### src/rtl/frame_fill_raster_pkg.sv
// Shared types and constants for the per-frame clear / rasterizer pixel source.
package frame_fill_raster_pkg;

    typedef logic [11:0]        color12_t;
    typedef logic signed [31:0] q16_16_t;

    typedef struct packed {
        logic [15:0] x;
        logic [15:0] y;
        q16_16_t     z;
    } vertex_t;

    typedef struct packed {
        vertex_t  v0;
        vertex_t  v1;
        vertex_t  v2;
        color12_t color;
    } triangle_t;

    typedef enum logic [1:0] {
        ST_FILL,
        ST_FILL_WAIT,
        ST_TRIANGLE
    } state_t;

    localparam q16_16_t FILL_DEPTH = 32'h7FFF_FFFF;

endpackage

### src/rtl/frame_fill_raster_fill_scanner.sv
// Raster-order screen clear: walks every pixel once per start, one per handshake.
module fill_scanner
    import frame_fill_raster_pkg::*;
#(
    parameter int WIDTH  = 320,
    parameter int HEIGHT = 240
) (
    input  logic        clk,
    input  logic        rst_n,
    input  logic        i_start,
    input  color12_t    i_color,
    input  logic        i_ready,
    output logic        o_busy,
    output logic        o_valid,
    output logic [15:0] o_x,
    output logic [15:0] o_y,
    output color12_t    o_color
);

    localparam logic [15:0] X_LAST = 16'(WIDTH - 1);
    localparam logic [15:0] Y_LAST = 16'(HEIGHT - 1);

    logic        r_busy;
    logic [15:0] r_x;
    logic [15:0] r_y;
    color12_t    r_color;
    logic        w_last;

    assign w_last = (r_x == X_LAST) && (r_y == Y_LAST);

    always_ff @(posedge clk or negedge rst_n) begin
        if (!rst_n) begin
            r_busy  <= 1'b0;
            r_x     <= '0;
            r_y     <= '0;
            r_color <= '0;
        end else if (!r_busy) begin
            // colour is captured here so later loads only affect the next frame
            if (i_start) begin
                r_busy  <= 1'b1;
                r_x     <= '0;
                r_y     <= '0;
                r_color <= i_color;
            end
        end else if (i_ready) begin
            if (w_last) begin
                r_busy <= 1'b0;
            end else if (r_x == X_LAST) begin
                r_x <= '0;
                r_y <= r_y + 16'd1;
            end else begin
                r_x <= r_x + 16'd1;
            end
        end
    end

    assign o_busy  = r_busy;
    assign o_valid = r_busy;
    assign o_x     = r_x;
    assign o_y     = r_y;
    assign o_color = r_color;

endmodule

### src/rtl/frame_fill_raster.sv
// Frame sequencer: clear the screen at max depth, then forward the external rasterizer.
module frame_fill_raster
    import frame_fill_raster_pkg::*;
#(
    parameter int WIDTH  = 320,
    parameter int HEIGHT = 240
) (
    input  logic        clk,
    input  logic        rst_n,
    input  logic        begin_frame,
    input  triangle_t   triangle,
    input  logic        triangle_valid,
    output logic        triangle_ready,
    input  color12_t    fill_color,
    input  logic        fill_valid,
    output logic        fill_ready,
    output logic [15:0] out_pixel_x,
    output logic [15:0] out_pixel_y,
    output q16_16_t     out_depth,
    output color12_t    out_color,
    output logic        out_compare_depth,
    output logic        out_valid,
    input  logic        out_ready,
    output logic        busy,
    output triangle_t   ras_triangle,
    output logic        ras_in_valid,
    input  logic        ras_in_ready,
    input  logic        ras_busy,
    input  logic [15:0] ras_x,
    input  logic [15:0] ras_y,
    input  q16_16_t     ras_depth,
    input  color12_t    ras_color,
    input  logic        ras_out_valid,
    output logic        ras_out_ready
);

    state_t      r_state;
    state_t      w_next;
    color12_t    r_fill_color;
    logic        w_fill_start;
    logic        w_fill_busy;
    logic        w_fill_valid;
    logic        w_fill_ready;
    logic [15:0] w_fill_x;
    logic [15:0] w_fill_y;
    color12_t    w_fill_color;
    logic        w_in_tri;

    always_ff @(posedge clk or negedge rst_n) begin
        if (!rst_n)          r_fill_color <= '0;
        else if (fill_valid) r_fill_color <= fill_color;
    end

    always_ff @(posedge clk or negedge rst_n) begin
        if (!rst_n) r_state <= ST_FILL;
        else        r_state <= w_next;
    end

    always_comb begin
        w_next       = r_state;
        w_fill_start = 1'b0;
        case (r_state)
            ST_FILL: begin
                w_fill_start = 1'b1;
                w_next       = ST_FILL_WAIT;
            end
            ST_FILL_WAIT: if (!w_fill_busy && triangle_valid) w_next = ST_TRIANGLE;
            ST_TRIANGLE:  if (begin_frame) w_next = ST_FILL;
            default:      w_next = ST_FILL;
        endcase
    end

    assign w_in_tri     = (r_state == ST_TRIANGLE);
    assign w_fill_ready = out_ready && !w_in_tri;

    fill_scanner #(
        .WIDTH  (WIDTH),
        .HEIGHT (HEIGHT)
    ) u_fill (
        .clk     (clk),
        .rst_n   (rst_n),
        .i_start (w_fill_start),
        .i_color (r_fill_color),
        .i_ready (w_fill_ready),
        .o_busy  (w_fill_busy),
        .o_valid (w_fill_valid),
        .o_x     (w_fill_x),
        .o_y     (w_fill_y),
        .o_color (w_fill_color)
    );

    always_comb begin
        out_pixel_x       = w_fill_x;
        out_pixel_y       = w_fill_y;
        out_depth         = FILL_DEPTH;
        out_color         = w_fill_color;
        out_compare_depth = 1'b0;
        out_valid         = w_fill_valid;
        busy              = w_fill_busy;
        if (w_in_tri) begin
            out_pixel_x       = ras_x;
            out_pixel_y       = ras_y;
            out_depth         = ras_depth;
            out_color         = ras_color;
            out_compare_depth = 1'b1;
            out_valid         = ras_out_valid;
            busy              = ras_busy;
        end
    end

    // rasterizer output is stalled, not dropped, while a fill owns the pixel port
    assign ras_out_ready  = out_ready && w_in_tri;
    assign ras_in_valid   = triangle_valid && w_in_tri;
    assign triangle_ready = ras_in_ready && w_in_tri;
    assign ras_triangle   = triangle;
    assign fill_ready     = 1'b1;

endmodule

### config.mk
export PLATFORM = sky130hd
export DESIGN_NAME = frame_fill_raster
export DESIGN_NICKNAME = d
export VERILOG_FILES = /design/src/rtl/frame_fill_raster_pkg.sv /design/src/rtl/frame_fill_raster_fill_scanner.sv /design/src/rtl/frame_fill_raster.sv
export SDC_FILE = /design/constraint.sdc
export NUM_CORES = 1
export LEC_CHECK = 0
export ABC_AREA = 1
export BUFFER_PORTS_ARGS = -buffer_cell sky130_fd_sc_hd__buf_2
export CAP_MARGIN = 20
export CORE_AREA = 2 2 229 231
export DETAILED_ROUTE_END_ITERATION = 10
export DIE_AREA = 0 0 231 233
export PLACE_DENSITY = 0.39
export SETUP_SLACK_MARGIN = 0.5
export SYNTH_ARGS = -nofsm -noshare
export SYNTH_HDL_FRONTEND = slang
export SYNTH_HIERARCHICAL = 1
export SYNTH_SLANG_ARGS = --single-unit
export TNS_END_PERCENT = 30
### constraint.sdc
create_clock -name clk -period 1.5 [get_ports clk]
set_input_delay 0.3 -clock clk [delete_from_list [all_inputs] [get_ports clk]]
set_output_delay 0.3 -clock clk [all_outputs]
set_load 0.02 [all_outputs]
==> results of run 1 <==
[Yosys cell counts (2+ instances only)]
| cell type | count | share of area (%) |
|---|---|---|
| and2_1 | 2 | 0.22 |
| ha_1 | 2 | 0.43 |
| nor2_2 | 3 | 0.32 |
| buf_2 | 10 | 0.86 |
| nand3_1 | 27 | 2.3 |
| xor2_1 | 3 | 0.45 |
| nor2_4 | 4 | 0.78 |
| nor2_1 | 77 | 5.0 |
| nand2_1 | 293 | 19 |
| nand2_2 | 8 | 0.86 |
| or2_2 | 33 | 3.6 |
| nand4_1 | 8 | 0.86 |
| o21ai_0 | 22 | 1.9 |
| nand3_2 | 2 | 0.35 |
| clkbuf_1 | 7 | 0.45 |
| inv_1 | 49 | 3.2 |
| dfrtp_1 | 59 | 25 |
| mux2_2 | 12 | 2.3 |
| a21oi_1 | 6 | 0.52 |
| nor3_1 | 6 | 0.52 |
| buf_4 | 208 | 27 |
| o21ai_1 | 12 | 1.0 |
| buf_6 | 6 | 1.2 |
| inv_2 | 5 | 0.32 |
[power groups by stage]
stage,logic [W],clock network [W],registers (W)
after floorplan,0.00117,0,0.00181
after global placement,0.000943,0,0.00181
after detailed placement,0.000952,0,0.00181
after CTS,0.000994,0.00239,0.00179
after global routing,0.00118,0.00247,0.00180
final,0.00104,0.00231,0.00178
[repair_timing]
item / CTS / global route
gates cloned: 1 / 4
endpoints found under the hold margin: 59 / 0
buffers inserted: 6 / 8
gates resized for setup: 76 / 147
pin swaps: 3 / 17
setup endpoints to repair: 129 / 129
hold buffers: 1 / 0
[cells by family (layout without fill, tap and decap cells)]
| logic type | Yosys count | count (layout) | synth area share, % |
|---|---|---|---|
| simple gates | 467 | 467 | 34.5 |
| buf+inv | 287 | 355 | 33.1 |
| flops | 59 | 59 | 25.5 |
| compound gates | 41 | 41 | 3.61 |
| mux | 12 | 12 | 2.33 |
| xor+xnor | 3 | 3 | 0.454 |
| fa+ha+maj | 2 | 2 | 0.432 |
| other cells | 1 | 1 | 0.0647 |
[state kept, by name, summed over array words and instances, names as in the netlist]
register and count:
u_fill/o_busy 1, u_fill/o_color 12, r_state 2, u_fill/o_x 16
u_fill/o_y 16, r_fill_color 12
[per-layer routing]
metal	part of all wire (%)	GRT usage, %	wire [um]
met5	0.11	0.276	41
met4	1.4	1.90	491
met3	21	11.9	7460
met2	51	22.6	18400
met1	27	9.66	9830
[cell type report]
type	instances	area [sq um]
Clock buffer	9	225
Sequential cell	59	1480
Multi-Input combinational cell	526	2780
Inverter	56	216
Timing Repair Buffer	283	2280
Fill cell	5879	43200
Tap cell	680	851
Clock inverter	7	100
[per-stage QoR]
stage	util (%)	cells	worst slack [ns]	instance area [sq um]	TNS [ns]
4_1_cts	14.2	1608	-0.402	7270	-32.56
6_report	15.5	1620	-0.460	7930	-32.59
5_1_grt	15.5	1620	-0.544	7930	-43.00
3_3_place_gp	13.0	1584	-0.152	6630	-4.59
2_1_floorplan	-	872	0.00452	5840	0
3_5_place_dp	13.0	1584	-0.147	6630	-4.19
[critical path, delay by kind of cell (launching register included)]
kind                   cells  cell delay [ns]
buffers and inverters      5             0.68
DFF                        1             0.40
and+or+nand+nor            3             0.25
[worst max path at each step]
stage	start	endpoint	slack (ns)	cells past startpoint
2_1_floorplan	u_fill/o_y[0]	u_fill/o_x[10]	0.005	11
3_3_place_gp	r_state[0]	out_pixel_y[12]	-0.15	6
3_5_place_dp	r_state[0]	out_pixel_y[12]	-0.15	6
4_1_cts	r_state[0]	out_depth[16]	-0.40	5
5_1_grt	r_state[0]	out_pixel_x[12]	-0.54	8
6_report	r_state[0]	out_pixel_x[9]	-0.46	8
==> results.cfg, run 1 <==
[run_status]
status = complete, but fails checks
violations = setup timing

[setup_path]
path_cells = buf_6, nor2_4, buf_6, buf_12, clkbuf_16, nand2_2, nand2_2, buf_6
worstSetupPathType = flop to primary output
crit_path_frequent_cell = buf_6
crit_path_start_kind = flop
cpPeakStageDelay_ns = 0.40
reg2reg_to = u_fill/o_y[4]
slowest_stage = dfrtp_1
r2r_cells = 8
r2r_start = r_state[0]
r2r_slack_ns = -0.10
cp_data_arrival_time_ns = 1.66
path_max_fanout = 5
crit_required_ns = 1.20
end_kind = primary output

[global_route]
grt_use_total_pct = 12.5
grt_max_degree = 60
antenna_found_initial = 3
grt_pass1_wl_mm = 45.5
overflow = 0
grt_pass1_vias = 5309

[synth]
synthCells = 872
ys_seq_area_share_pct = 25.5
synth-seq-cells = 59
synth_nets = 1175
synth_area_per_cell_sq_um = 6.64
async_reset_ff_share_pct = 100
synth_edf_count = 0
yosysUniqueCellTypes = 32
ys.flop_type = dfrtp_1
syn_area_sq_um = 5790
ys_warn_count = 6

[detailed_routing]
wl_mm = 36.2
drt-initial-drc-count = 208
vias = 5520
firstDrtPassIters = 4
drc = 0
drt.antenna.violating_nets = 0
wl_per_cell_um = 22.3
vias_per_cell = 3.41

[place]
port-buffer-count = 178
globalplace.congestion = 0.821
dp_hpwl_mm = 30.1

[power]
swShare_pct = 28.7
clockPowerShare_pct = 45.0
power_switching_w = 0.00147
p_per_area_nw_per_um2 = 647
p_total_w = 0.00513
leakage_nw = 3.88
seqPwrFrac_pct = 34.7
p_int_w = 0.00366
p_comb_share_pct = 20.3
ir_drop_mv = 0.556

[floorplan]
ios = 588
placement_rows = 83
die_w_um = 231
coreArea_sq_um = 51100
die_area_sq_um = 53800
initial_core_util_pct = 11.3
die_y_um = 233

[hold_path]
worstHoldPathCells = 3
min_to = r_fill_color[10]
hp-class = input port to flop
min_from = fill_color[10]

[sta]
fin_crit_sh_pct = 131
rsz0062_at_grt = true
clock_skew_ns = 0.00885
setup_ws_ns = -0.460
finalMaxSlewViolations = 0
fmax_mhz = 510
holdWs_ns = 0.171
final_hold_viol_count = 0
period_minus_slack_ns = 1.96
report.final.setup_viol = 111

[layout]
syn2layout_area_growth_pct = 36.9
final_common_cell = nand2_1
nets = 1238
antenna_cells = 0
drive_above_1_share_pct = 49.4
layout_common_cells = nand2_1 (218), buf_2 (127), buf_4 (87)

[clocking]
cts.clk_slew.worst_paths_ns = 0.06
clockBufferDepth = 2
insertion_delay_ns = 0.34
root_buffer = clkbuf_16
cts.sinks = 59
ctsHtreeMaxLevel = 3
cts_buffers = 9
cts_tree = yes

[flow_run]
drv_cap = 0
Power figures use the tool's default switching activity.
==> run 2, diff against run 1 <==
CELL_PAD_IN_SITES_DETAIL_PLACEMENT = 2   (was not set)
CELL_PAD_IN_SITES_GLOBAL_PLACEMENT = 2   (was not set)
CORE_AREA = 2 2 226 228   (was 2 2 229 231)
DIE_AREA = 0 0 228 230   (was 0 0 231 233)
PLACE_DENSITY = 0.7   (was 0.39)
==> results.cfg, run 2 (synthesized netlist as in run 1, its figures left out) <==
[detailed_routing]
met3WireLength_mm = 2.88
highest_layer = met5
drc = 0
wl_per_cell_um = 19.0
vias = 5604
wl_met1_mm = 10.2
drt-initial-drc-count = 178
wl_met2_mm = 16.1
firstDrtPassIters = 4
drt.antenna.violating_nets = 0
wl_mm = 30.3
vias_per_cell = 3.51

[power]
leakage_nw = 3.64
p_per_area_nw_per_um2 = 656
ir_drop_mv = 0.404
p_total_w = 0.00494

[setup_path]
path_max_fanout = 8
path_cells = inv_2, nor2_4, buf_12, clkbuf_16, nand2_2, nand2_2, buf_6
cp-startpoint = r_state[1]
crit_path_start_kind = flop
crit_required_ns = 1.20
r2r_start = r_state[1]
slowest_stage = dfrtp_2
end_kind = primary output
crit_path_frequent_cell = nand2_2
cpPeakStageDelay_ns = 0.44
critPathCapture = out_pixel_y[10]
cp_data_arrival_time_ns = 1.57
reg2reg_to = u_fill/o_x[8]
r2r_slack_ns = -0.30
worstSetupPathType = flop to primary output
r2r_cells = 11

[global_route]
grt_pass1_wl_mm = 41.0
overflow = 0
grt_pass1_vias = 6124
antenna_found_initial = 6
grt_max_degree = 60
grt_use_total_pct = 10.6

[layout]
multiInputGateArea_sq_um = 2620
syn2layout_area_growth_pct = 30.1
nets = 1223
drive_above_1_share_pct = 44.3
fillCellCount = 5948
layout_common_cells = nand2_1 (255), buf_2 (121), buf_4 (84)
final-seq-area_sq_um = 1480
final_common_cell = nand2_1
final_util_pct = 15.1
design_area_sq_um = 7530

[floorplan]
die_area_sq_um = 52400
initial_core_util_pct = 11.6
coreArea_sq_um = 49900
die_y_um = 230
ios = 588
placement_rows = 82
die_w_um = 228

[flow_run]
drv_cap = 0

[clocking]
cts.clk_slew.worst_paths_ns = 0.06
ctsHtreeMaxLevel = 3
clockBufferDepth = 2
cts_tree = yes
root_buffer = clkbuf_16
cts_buffers = 9
cts.sinks = 59
insertion_delay_ns = 0.33

[run_status]
status = complete, but fails checks
violations = setup timing

[sta]
finalMaxSlewViolations = 0
clock_skew_ns = 0.00723
setup_ws_ns = -0.370
rsz0062_at_grt = true
final_hold_viol_count = 0
report.final.setup_viol = 114
fmax_mhz = 535
period_minus_slack_ns = 1.87
fin_crit_sh_pct = 125

[hold_path]
hp-class = input port to flop

[place]
port-buffer-count = 178
placed_cell_area_sq_um = 6580
dp_hpwl_mm = 24.1
globalplace.congestion = 0.898
-- run 2: cell types whose count changed in the layout (fill, tap and decap cells not counted), sizes merged --
cell      change
buf          -16
bufinv        -1
clkbuf        +4
clkinvlp      -3
diode         +2
inv           -1
nand3         +1
-- run 2: timing repair --
action                                  in CTS  in global routing
pin swaps                                    8                  9
resized for setup                           54                114
endpoints found under the setup margin     129                129
hold buffers                                 1                  0
endpoints found under the hold margin        8                  0
setup buffers                                1                  2
gates cloned                                 0                  6
-- run 2: power by group --
| group | leakage, nW | switching (W) | internal (W) |
|---|---|---|---|
| Clock | 0.146 | 0.000783 | 0.00137 |
| Combinational | 2.71 | 0.000540 | 0.000472 |
| Sequential | 0.783 | 0.000101 | 0.00168 |
| Total | 3.64 | 0.00142 | 0.00352 |
-- run 2: per-layer routing --
layer | track usage, % | vias to the layer above
met3 | 4.65 | 65
met5 | 0 | -
met1 | 9.92 | 2641
met2 | 20.2 | 332
li1 | - | 2560
met4 | 4.47 | 6
-- run 2: stage by stage --
step	TNS [ns]	cells	setup slack [ns]	hold WS [ns]
after floorplan	0	872	0.00452	0.00441
after global placement	-2.49	1571	-0.0797	0.352
after global routing	-46.79	1598	-0.460	0.190
after CTS	-33.21	1588	-0.402	0.165
after detailed placement	-4.52	1571	-0.137	0.362
final	-35.71	1598	-0.370	0.177
-- run 2: area by class of cell --
cell class              count  share of cell area, %
flip-flops and latches     59                   19.6
clock inverters             2                  0.465
inverters                  56                   2.87
clock buffers              13                   3.45
repair buffers            267                   27.6
well taps                 672                   11.2
multi-input cells         527                   34.8
diodes                      2                 0.0664
-- run 2: worst min-delay path by stage --
stage / startpoint / slack (ns) / cells past startpoint / to
CTS: fill_color[3] / 0.17 / 3 / r_fill_color[3]
global route: fill_color[1] / 0.19 / 3 / r_fill_color[1]
floorplan: rst_n / 0.004 / 0 / r_fill_color[0]
detailed placement: rst_n / 0.36 / 2 / u_fill/o_y[5]
global placement: rst_n / 0.35 / 2 / u_fill/o_y[5]
finish: fill_color[3] / 0.18 / 3 / r_fill_color[3]
-- run 2: critical path, delay by kind of cell, from the launching register on --
family / cells / cell delay (ns)
AND/OR/NAND/NOR: 3 / 0.25
flip-flops: 1 / 0.44
buffers and inverters: 4 / 0.53
==> run 3, diff against run 2 <==
CAP_MARGIN = not set   (was 20)
SKIP_LAST_GASP = 1   (was not set)
==> results.cfg, run 3 (synthesized netlist as in run 1, its figures left out) <==
[run_status]
status = complete, but fails checks
violations = setup timing

[detailed_routing]
vias = 5590
firstDrtPassIters = 4
drt.antenna.violating_nets = 0
drc = 0
wl_mm = 30.4
drt-initial-drc-count = 143
vias_per_cell = 3.49
wl_per_cell_um = 19.0

[hold_path]
worstHoldPathCells = 3
min_from = fill_color[3]
hp-class = input port to flop

[floorplan]
die_w_um = 228
die_y_um = 230
die_area_sq_um = 52400
ios = 588
initial_core_util_pct = 11.6
placement_rows = 82
coreArea_sq_um = 49900

[clocking]
clockBufferDepth = 2
insertion_delay_ns = 0.33
cts.sinks = 59
cts.clk_slew.worst_paths_ns = 0.06
cts_buffers = 9
cts_tree = yes
ctsHtreeMaxLevel = 3
root_buffer = clkbuf_16

[setup_path]
cpPeakStageDelay_ns = 0.39
cp_data_arrival_time_ns = 1.58
end_kind = primary output
slowest_stage = dfrtp_1
crit_required_ns = 1.20
path_cells = inv_2, nand2_8, clkbuf_16, or2_2, buf_2
worstSetupPathType = flop to primary output
crit_buf_inv = 3
crit_path_start_kind = flop
cp-startpoint = r_state[0]
crit_family = buffers and inverters
path_max_fanout = 8
path_depth = 5
r2r_start = r_state[1]
r2r_cells = 12

[sta]
fin_tns_setup_ns = -36.41
fin_crit_sh_pct = 126
report.final.setup_viol = 121
rsz0062_at_grt = true
finalMaxSlewViolations = 0
period_minus_slack_ns = 1.88
fmax_mhz = 531
final_hold_viol_count = 0
clock_skew_ns = 0.00805
setup_ws_ns = -0.384

[layout]
drive_above_1_share_pct = 42.9
fillCellCount = 5984
final_common_cell = nand2_1
layout_common_cells = nand2_1 (258), buf_2 (144), buf_4 (86)
syn2layout_area_growth_pct = 27.9
nets = 1226

[place]
globalplace.congestion = 0.898
port-buffer-count = 178
post-place-ws_ns = -0.137
dp_hpwl_mm = 24.1

[global_route]
grt_use_total_pct = 10.6
use_met3_pct = 4.69
grt_use_met1_pct = 9.87
grt_max_degree = 60
grt_pass1_vias = 6077
use_met2_pct = 20.0
overflow = 0
antenna_found_initial = 6
grt.busiest_layer = met2
grt_pass1_wl_mm = 40.7

[power]
p_per_area_nw_per_um2 = 667
p_int_w = 0.00353
clockPowerShare_pct = 43.4
leakage_nw = 3.62
power_switching_w = 0.00142
ir_drop_mv = 0.406
seqPwrFrac_pct = 36.0
swShare_pct = 28.6
p_comb_share_pct = 20.6

[flow_run]
drv_cap = 0
run 3: changes by cell type in the layout (fill, tap and decap cells not counted), sizes merged:
cell    before  now
buf        262  263
clkbuf      17   19
run 3: path summary, 6_finish.rpt:
check / end / slack [ns]
worst max-delay path: out_depth[29] / -0.38
worst max register to register: u_fill/o_y[7] / -0.31
worst min-delay path: r_fill_color[3] / 0.18
min in group asynchronous: r_fill_color[1] / 0.53
max in group asynchronous: r_state[1] / 0.64
worst min register to register: u_fill/o_color[7] / 0.51
run 3: worst register-to-register path: cells and delay by family (launching register included):
kind	cells	cell delay [ns]
buffers and inverters	5	0.64
AND/OR/NAND/NOR	7	0.67
flip-flops	1	0.46
run 3: repair_timing:
| item | CTS | global route |
|---|---|---|
| endpoints found under the hold margin | 8 | 0 |
| hold buffers | 1 | 0 |
| gates resized for setup | 2 | 103 |
| setup endpoints to repair | 129 | 129 |
| pin swaps | 0 | 5 |
| buffers inserted | 1 | 3 |
| cloned | 0 | 8 |
run 3: layer usage:
layer,part of all wire [%],routed length [um]
met3,9.5,2890
met2,53,16100
met1,34,10400
met5,0.13,39
met4,3.5,1060
run 3: final cells by class:
| type | instances | area (sq um) | share of cell area [%] |
|---|---|---|---|
| clock inverters | 2 | 35.0 | 0.473 |
| well taps | 672 | 841 | 11.3 |
| diodes | 2 | 5.00 | 0.0675 |
| multi-input cells | 527 | 2580 | 34.8 |
| clock buffers | 13 | 260 | 3.51 |
| repair buffers | 270 | 1990 | 26.9 |
| flip-flops and latches | 59 | 1480 | 19.9 |
| inverters | 56 | 216 | 2.92 |
run 3: power by group through the flow:
stage               registers [W]  logic, W  clock network (W)
finish                    0.00178   0.00102            0.00215
global route              0.00180   0.00114            0.00229
floorplan                 0.00181   0.00117                  0
CTS                       0.00179  0.000936            0.00223
global placement          0.00181  0.000895                  0
detailed placement        0.00182  0.000931                  0
run 3: metrics by stage:
stage	hold WS (ns)	cells	cell area (sq um)	total power (W)	utilization (%)
after floorplan	0.00441	872	5840	0.00297	-
after global placement	0.352	1571	6580	0.00271	13.2
after detailed placement	0.362	1571	6580	0.00275	13.2
after CTS	0.165	1588	6900	0.00496	13.8
after global routing	0.182	1601	7410	0.00523	14.9
final	0.177	1601	7410	0.00494	14.9
